==> src/rtl/fifo_pkg.sv <==
// Shared FIFO definitions: default geometry and a constant-foldable clog2 for
// sizing pointers and occupancy counters across FIFO variants.
package fifo_pkg;

  localparam int DEF_DATA_W = 8;
  localparam int DEF_DEPTH  = 16;

  function automatic int clog2(input int value);
    int r;
    r = 0;
    for (int i = 0; i < 31; i++) begin
      if (int'(32'd1 << i) < value) begin
        r = i + 1;
      end else begin
        r = r;
      end
    end
    return r;
  endfunction

endpackage

==> src/rtl/sync_fifo_param_if.sv <==
// Producer/consumer handshake bundle for sync_fifo_param; master is the
// client side driving requests, slave is the FIFO itself.
interface sync_fifo_param_if
  import fifo_pkg::*;
#(
  parameter int DATA_W = DEF_DATA_W,
  parameter int DEPTH  = DEF_DEPTH
);

  localparam int AW = clog2(DEPTH);

  logic              wr;
  logic [DATA_W-1:0] datain;
  logic              rd;
  logic [DATA_W-1:0] dataout;
  logic              dout_vld;
  logic [AW:0]       level;
  logic              full;
  logic              empty;
  logic              almost_full;
  logic              almost_empty;
  logic              full_err;
  logic              empty_err;

  modport master (
    output wr, datain, rd,
    input  dataout, dout_vld, level, full, empty,
           almost_full, almost_empty, full_err, empty_err
  );

  modport slave (
    input  wr, datain, rd,
    output dataout, dout_vld, level, full, empty,
           almost_full, almost_empty, full_err, empty_err
  );

endinterface

==> src/rtl/fifo_ram.sv <==
// Simple dual-port storage: synchronous write port plus a registered read port.
// The array itself is never reset; only the read register is.
module fifo_ram
  import fifo_pkg::*;
#(
  parameter int DATA_W = DEF_DATA_W,
  parameter int DEPTH  = DEF_DEPTH
) (
  input  logic                      clk,
  input  logic                      rst_n,
  input  logic                      we,
  input  logic [clog2(DEPTH)-1:0]   waddr,
  input  logic [DATA_W-1:0]         wdata,
  input  logic                      re,
  input  logic [clog2(DEPTH)-1:0]   raddr,
  output logic [DATA_W-1:0]         rdata
);

  logic [DATA_W-1:0] mem_r [DEPTH];
  logic [DATA_W-1:0] rdata_r;

  // Storage write port
  always_ff @(posedge clk) begin
    if (we) begin
      mem_r[waddr] <= wdata;
    end
  end

  // Registered read port; holds its value between accepted reads
  always_ff @(posedge clk or negedge rst_n) begin
    if (!rst_n) begin
      rdata_r <= '0;
    end else if (re) begin
      rdata_r <= mem_r[raddr];
    end
  end

  assign rdata = rdata_r;

endmodule

==> src/rtl/sync_fifo_param.sv <==
// Parametrised single-clock FIFO: pointers, occupancy, flags and error pulses
// around a fifo_ram storage block.
module sync_fifo_param
  import fifo_pkg::*;
#(
  parameter int DATA_W = DEF_DATA_W,
  parameter int DEPTH  = DEF_DEPTH,
  parameter int AF_LVL = DEPTH - 2,
  parameter int AE_LVL = 2
) (
  input  logic               clk,
  input  logic               rst_n,
  sync_fifo_param_if.slave   bus
);

  localparam int AW = clog2(DEPTH);
  localparam logic [AW-1:0] PTR_ONE  = {{(AW-1){1'b0}}, 1'b1};
  localparam logic [AW:0]   LVL_ONE  = {{AW{1'b0}}, 1'b1};
  localparam logic [AW:0]   DEPTH_LV = (AW+1)'(DEPTH);
  localparam logic [AW:0]   AF_LV    = (AW+1)'(AF_LVL);
  localparam logic [AW:0]   AE_LV    = (AW+1)'(AE_LVL);

  generate
    if ((DEPTH < 4) || ((DEPTH & (DEPTH - 1)) != 0) || (DATA_W < 1) ||
        (AF_LVL < 1) || (AF_LVL > DEPTH) || (AE_LVL < 0) || (AE_LVL > DEPTH - 1)) begin : g_param_chk
      $fatal(1, "sync_fifo_param: illegal DEPTH/AF_LVL/AE_LVL/DATA_W");
    end
  endgenerate

  logic [AW-1:0]     wr_ptr_r;
  logic [AW-1:0]     rd_ptr_r;
  logic [AW:0]       level_r;
  logic              dout_vld_r;
  logic              full_err_r;
  logic              empty_err_r;
  logic              full_s;
  logic              empty_s;
  logic              rd_ok_s;
  logic              wr_ok_s;
  logic [DATA_W-1:0] dataout_s;

  // Acceptance: a read frees a slot in the same cycle, so a full FIFO still takes a write
  always_comb begin
    empty_s = (level_r == '0);
    full_s  = (level_r == DEPTH_LV);
    rd_ok_s = bus.rd && !empty_s;
    wr_ok_s = bus.wr && (!full_s || rd_ok_s);
  end

  // Pointers, occupancy, read strobe and error pulses
  always_ff @(posedge clk or negedge rst_n) begin
    if (!rst_n) begin
      wr_ptr_r    <= '0;
      rd_ptr_r    <= '0;
      level_r     <= '0;
      dout_vld_r  <= 1'b0;
      full_err_r  <= 1'b0;
      empty_err_r <= 1'b0;
    end else begin
      if (wr_ok_s) begin
        wr_ptr_r <= wr_ptr_r + PTR_ONE;
      end
      if (rd_ok_s) begin
        rd_ptr_r <= rd_ptr_r + PTR_ONE;
      end
      case ({wr_ok_s, rd_ok_s})
        2'b10:   level_r <= level_r + LVL_ONE;
        2'b01:   level_r <= level_r - LVL_ONE;
        default: level_r <= level_r;
      endcase
      dout_vld_r  <= rd_ok_s;
      full_err_r  <= bus.wr && !wr_ok_s;
      empty_err_r <= bus.rd && empty_s;
    end
  end

  fifo_ram #(
    .DATA_W (DATA_W),
    .DEPTH  (DEPTH)
  ) u_ram (
    .clk   (clk),
    .rst_n (rst_n),
    .we    (wr_ok_s),
    .waddr (wr_ptr_r),
    .wdata (bus.datain),
    .re    (rd_ok_s),
    .raddr (rd_ptr_r),
    .rdata (dataout_s)
  );

  assign bus.dataout      = dataout_s;
  assign bus.dout_vld     = dout_vld_r;
  assign bus.level        = level_r;
  assign bus.full         = full_s;
  assign bus.empty        = empty_s;
  assign bus.almost_full  = (level_r >= AF_LV);
  assign bus.almost_empty = (level_r <= AE_LV);
  assign bus.full_err     = full_err_r;
  assign bus.empty_err    = empty_err_r;

endmodule

==> src/flat_wrapper.sv <==
// flat-port wrapper written by rule: the top's interface ports become plain ports
module sync_fifo_param_flat import fifo_pkg::*;
#(
  parameter int DATA_W = DEF_DATA_W,
  parameter int DEPTH  = DEF_DEPTH,
  parameter int AF_LVL = DEPTH - 2,
  parameter int AE_LVL = 2
)
  (clk, rst_n, bus_wr, bus_datain, bus_rd, bus_dataout, bus_dout_vld, bus_level, bus_full, bus_empty, bus_almost_full, bus_almost_empty, bus_full_err, bus_empty_err);
  sync_fifo_param_if #(.DATA_W(DATA_W), .DEPTH(DEPTH)) bus_i ();
  input  logic clk;
  input  logic rst_n;
  input wire logic [$bits(bus_i.wr)-1:0] bus_wr;
  input wire logic [$bits(bus_i.datain)-1:0] bus_datain;
  input wire logic [$bits(bus_i.rd)-1:0] bus_rd;
  output wire logic [$bits(bus_i.dataout)-1:0] bus_dataout;
  output wire logic [$bits(bus_i.dout_vld)-1:0] bus_dout_vld;
  output wire logic [$bits(bus_i.level)-1:0] bus_level;
  output wire logic [$bits(bus_i.full)-1:0] bus_full;
  output wire logic [$bits(bus_i.empty)-1:0] bus_empty;
  output wire logic [$bits(bus_i.almost_full)-1:0] bus_almost_full;
  output wire logic [$bits(bus_i.almost_empty)-1:0] bus_almost_empty;
  output wire logic [$bits(bus_i.full_err)-1:0] bus_full_err;
  output wire logic [$bits(bus_i.empty_err)-1:0] bus_empty_err;
  assign bus_i.wr = bus_wr;
  assign bus_i.datain = bus_datain;
  assign bus_i.rd = bus_rd;
  assign bus_dataout = bus_i.dataout;
  assign bus_dout_vld = bus_i.dout_vld;
  assign bus_level = bus_i.level;
  assign bus_full = bus_i.full;
  assign bus_empty = bus_i.empty;
  assign bus_almost_full = bus_i.almost_full;
  assign bus_almost_empty = bus_i.almost_empty;
  assign bus_full_err = bus_i.full_err;
  assign bus_empty_err = bus_i.empty_err;
  sync_fifo_param #(.DATA_W(DATA_W), .DEPTH(DEPTH), .AF_LVL(AF_LVL), .AE_LVL(AE_LVL)) u_core (.clk(clk), .rst_n(rst_n), .bus(bus_i));
endmodule
==> config.mk <==
export PLATFORM = sky130hd
export DESIGN_NAME = sync_fifo_param_flat
export DESIGN_NICKNAME = d
export VERILOG_FILES = /design/src/rtl/fifo_pkg.sv /design/src/rtl/sync_fifo_param_if.sv /design/src/rtl/fifo_ram.sv /design/src/rtl/sync_fifo_param.sv /design/src/flat_wrapper.sv
export SDC_FILE = /design/constraint.sdc
export NUM_CORES = 1
export LEC_CHECK = 0
export CAP_MARGIN = 20
export CORE_ASPECT_RATIO = 0.8
export CORE_MARGIN = 1.5
export CORE_UTILIZATION = 45
export CTS_CLUSTER_DIAMETER = 30
export DETAILED_ROUTE_END_ITERATION = 8
export PLACE_DENSITY = 0.63
export SLEW_MARGIN = 20
export SYNTH_ARGS = -nofsm -noshare
export SYNTH_HDL_FRONTEND = slang
export SYNTH_SLANG_ARGS = --single-unit
==> constraint.sdc <==
create_clock -name clk -period 3.8 [get_ports clk]
set_input_delay 0.95 -clock clk [delete_from_list [all_inputs] [get_ports clk]]
set_output_delay 0.95 -clock clk [all_outputs]
set_load 0.005 [all_outputs]
==> impl_metrics.yaml <==
status:
  status: "complete, no violations"
clocking:
  cts_buffer_depth: 2
  cts_buffers: 17
  cts.reportedPaths.clkPinSlew_ns: 0.06
  postCtsSetupRepairBufs: 0
  cts_resized: 0
  cts_root_buffer: "clkbuf_16"
  cts_hold_buf: 0
  clk-insertion-delay-late_ns: 0.41
  cts_tree: "yes"
  cts.sinks: 152
  htree_levels: 4
worst_setup_path:
  arrival_ns: 3.45
  worstPathMaxFanout: 10
  required_ns: 4.06
  path_class: "register to register"
  start_kind: "register"
  end_kind: "register"
drt:
  antenna_left: 0
  drtIter0Drc: 278
  avgViaCountPerCell: 5.578
  routed_wl_um: 11830
  vias: 3040
  wl_per_cell_um: 21.71
  drtPass1Iterations: 4
  drc_errors: 0
yosys:
  synth_edf_count: 128
  synthCells: 317
  ys_types: 38
  ys_warn_count: 0
  synthTopCellsByArea: "edfxtp_1 (63%), mux4_2 (12%), dfrtp_1 (9.8%)"
  syn-num-nets: 337
  synth-main-ff-cell: "edfxtp_1"
  synth.largest_area_cell: "edfxtp_1"
  postSynth.asyncResetShare: 0.1579
  ys_seq_area_frac: 0.7273
  synth_top_cell_area_share: 0.6290
  syn_area_per_cell_um2: 19.28
  ys_ff_latch: 152
  syn_area_mm2: 0.006111
cells_and_area:
  final_nets: 377
  syn_to_final_growth_pct: 18.28
  final_layout_size_suffix_gt1_frac: 0.1973
  fillCellCount: 1030
  multiInputGateArea_mm2: 0.001569
  postLayoutCoreUtil: 0.5537
  fin_area_mm2: 0.007228
  regArea_mm2: 0.004444
  n_antenna_cell: 0
timing:
  final_max_slew_viol_count: 0
  skew_ns: 0.008369
  fin_crit_ns: 3.191
  worstMarginPinSlew_ns: 0.6160
  timing.final.crit_share: 0.8397
  rsz0062_at_grt: "no"
  fin_ws_ns: 0.6091
  fmax_ghz: 0.3134
  relSlewSlack: 0.5880
  hold_viol: 0
  fin_setup_tns_ns: 0
  setup_viol: 0
pwr:
  peakVddDrop_mv: 0.6775
  p_seq_frac: 0.407
  netSwitchingPower_mw: 1.585
  switching_share: 0.2871
  p_per_area_mw_per_mm2: 763.7
  pwr-share-comb: 0.275
  p_leak_nw: 2.497
  p_int_mw: 3.935
  p_clk_frac: 0.318
floorplan:
  dieHeight_um: 107.2
  start_util: 0.4681
  die_x_um: 133.3
  ioPinCount: 32
  die_area_mm2: 0.01429
  rows: 37
  core_area_mm2: 0.01306
placed_design:
  gp_congestion: 0.7569
  numPortBuffers: 31
  hpwl_um: 7570
  placed_area_mm2: 0.006606
  dp_slack_ns: 0.2654
run:
  cap_violations: 0
grt:
  antenna_found_initial: 0
  grt_usage: 0.1818
  grt_max_degree: 34
  grt_pass1_vias: 3061
  gr-total-overflow: 0
  grt_pass1_wl_um: 18110
hold_path:
  min-delay-path-class: "register to register"
kinds of logic after synthesis:
family | Yosys count | synth area share
buffers and inverters | 21 | 0.01597
and+or+nand+nor | 54 | 0.04934
muxes | 49 | 0.1460
AOI/OAI and AO/OA | 22 | 0.02928
xor gates and xnor gates | 11 | 0.01577
adders and majority gates | 8 | 0.01638
DFF | 152 | 0.7273
layer usage:
| metal | wire (um) | GRT usage |
|---|---|---|
| met1 | 5635 | 0.2656 |
| met2 | 5429 | 0.2620 |
| met3 | 624 | 0.05485 |
| met4 | 145 | 0.06056 |
| met5 | 0 | 0 |
synth_stat cells, drive strengths merged (4+ instances only):
cell / instances
inv: 5
clkbuf: 6
nand2: 16
nor2: 4
edfxtp: 128
o221ai: 8
buf: 10
xor2: 4
xnor2: 7
mux4: 32
and2: 17
dfrtp: 24
ha: 8
mux2i: 16
cells in the final DEF, fill, tap and decap left out, types with 2 or more instances in the layout:
cell and n:
buf_4 6, xor2_1 4, nand2b_1 3, nor2_1 4
clkbuf_16 17, ha_1 8, nand2_1 16, inv_1 4
mux2i_1 16, clkinv_1 2, o221ai_1 8, inv_6 4
nor3b_1 2, a2111oi_0 2, dfrtp_1 24, nor3_1 2
mux4_2 32, a22oi_1 3, edfxtp_1 128, clkdlybuf4s50_1 31
a21o_1 2, a21oi_1 2, clkinv_4 2, nand4_1 2
and2_1 17, xnor2_1 7, bufinv_16 4
sequential cells by signal (all words and copies together), names as in the netlist:
name	flops
u_core.bus.level	5
u_core.rd_ptr_r	4
u_core.bus.empty_err	1
u_core.u_ram.rdata	8
u_core.u_ram.mem_r	128
u_core.wr_ptr_r	4
u_core.bus.full_err	1
u_core.bus.dout_vld	1
critical path, cell delays in order (launching register included):
cell and delay [ns]:
dfrtp_1 0.51, or4_4 0.61, o21ai_1 0.17, inv_1 0.16
ha_1 0.25, xor2_1 0.17, ha_1 0.24, a21o_1 0.18
a22oi_1 0.24, nor3_1 0.09, a2111oi_0 0.42
metrics by stage:
step | std cells | total power [mW] | hold WS, ns
6_report | 545 | 5.520 | 0.4933
5_1_grt | 545 | 5.777 | 0.5244
4_1_cts | 545 | 5.578 | 0.4892
3_5_place_dp | 513 | 3.819 | 0.4736
3_3_place_gp | 513 | 3.776 | 0.4703
2_1_floorplan | 317 | 3.264 | 0.4778
power by group through the flow:
stage	registers, mW	logic (mW)	clock network (mW)
2_1_floorplan	2.20	1.07	0
3_3_place_gp	2.26	1.52	0
3_5_place_dp	2.28	1.54	0
4_1_cts	2.24	1.55	1.79
5_1_grt	2.27	1.65	1.85
6_report	2.25	1.52	1.76
layout make-up:
type,count,area share
inverter,5,0.002597
multi-input combinational,144,0.2171
sequential,152,0.6149
clock buffer,18,0.05937
clock inverter,14,0.02666
timing repair buffer,37,0.04916
tap,175,0.03029
worst paths after layout:
check | startpoint | end | slack [ns] | cells past startpoint
hold reg to reg | u_core.u_ram.rdata[1] | u_core.u_ram.rdata[1] | 0.49 | 2
setup reg to reg | u_core.bus.level[2] | u_core.bus.level[4] | 0.61 | 10
min in group asynchronous | rst_n | u_core.bus.empty_err | 0.90 | 2
setup / recovery | u_core.bus.level[2] | u_core.bus.level[4] | 0.61 | 10
max in group asynchronous | rst_n | u_core.u_ram.rdata[4] | 2.64 | 2
hold / removal | u_core.u_ram.rdata[1] | u_core.u_ram.rdata[1] | 0.49 | 2
Power figures use the tool's default switching activity.
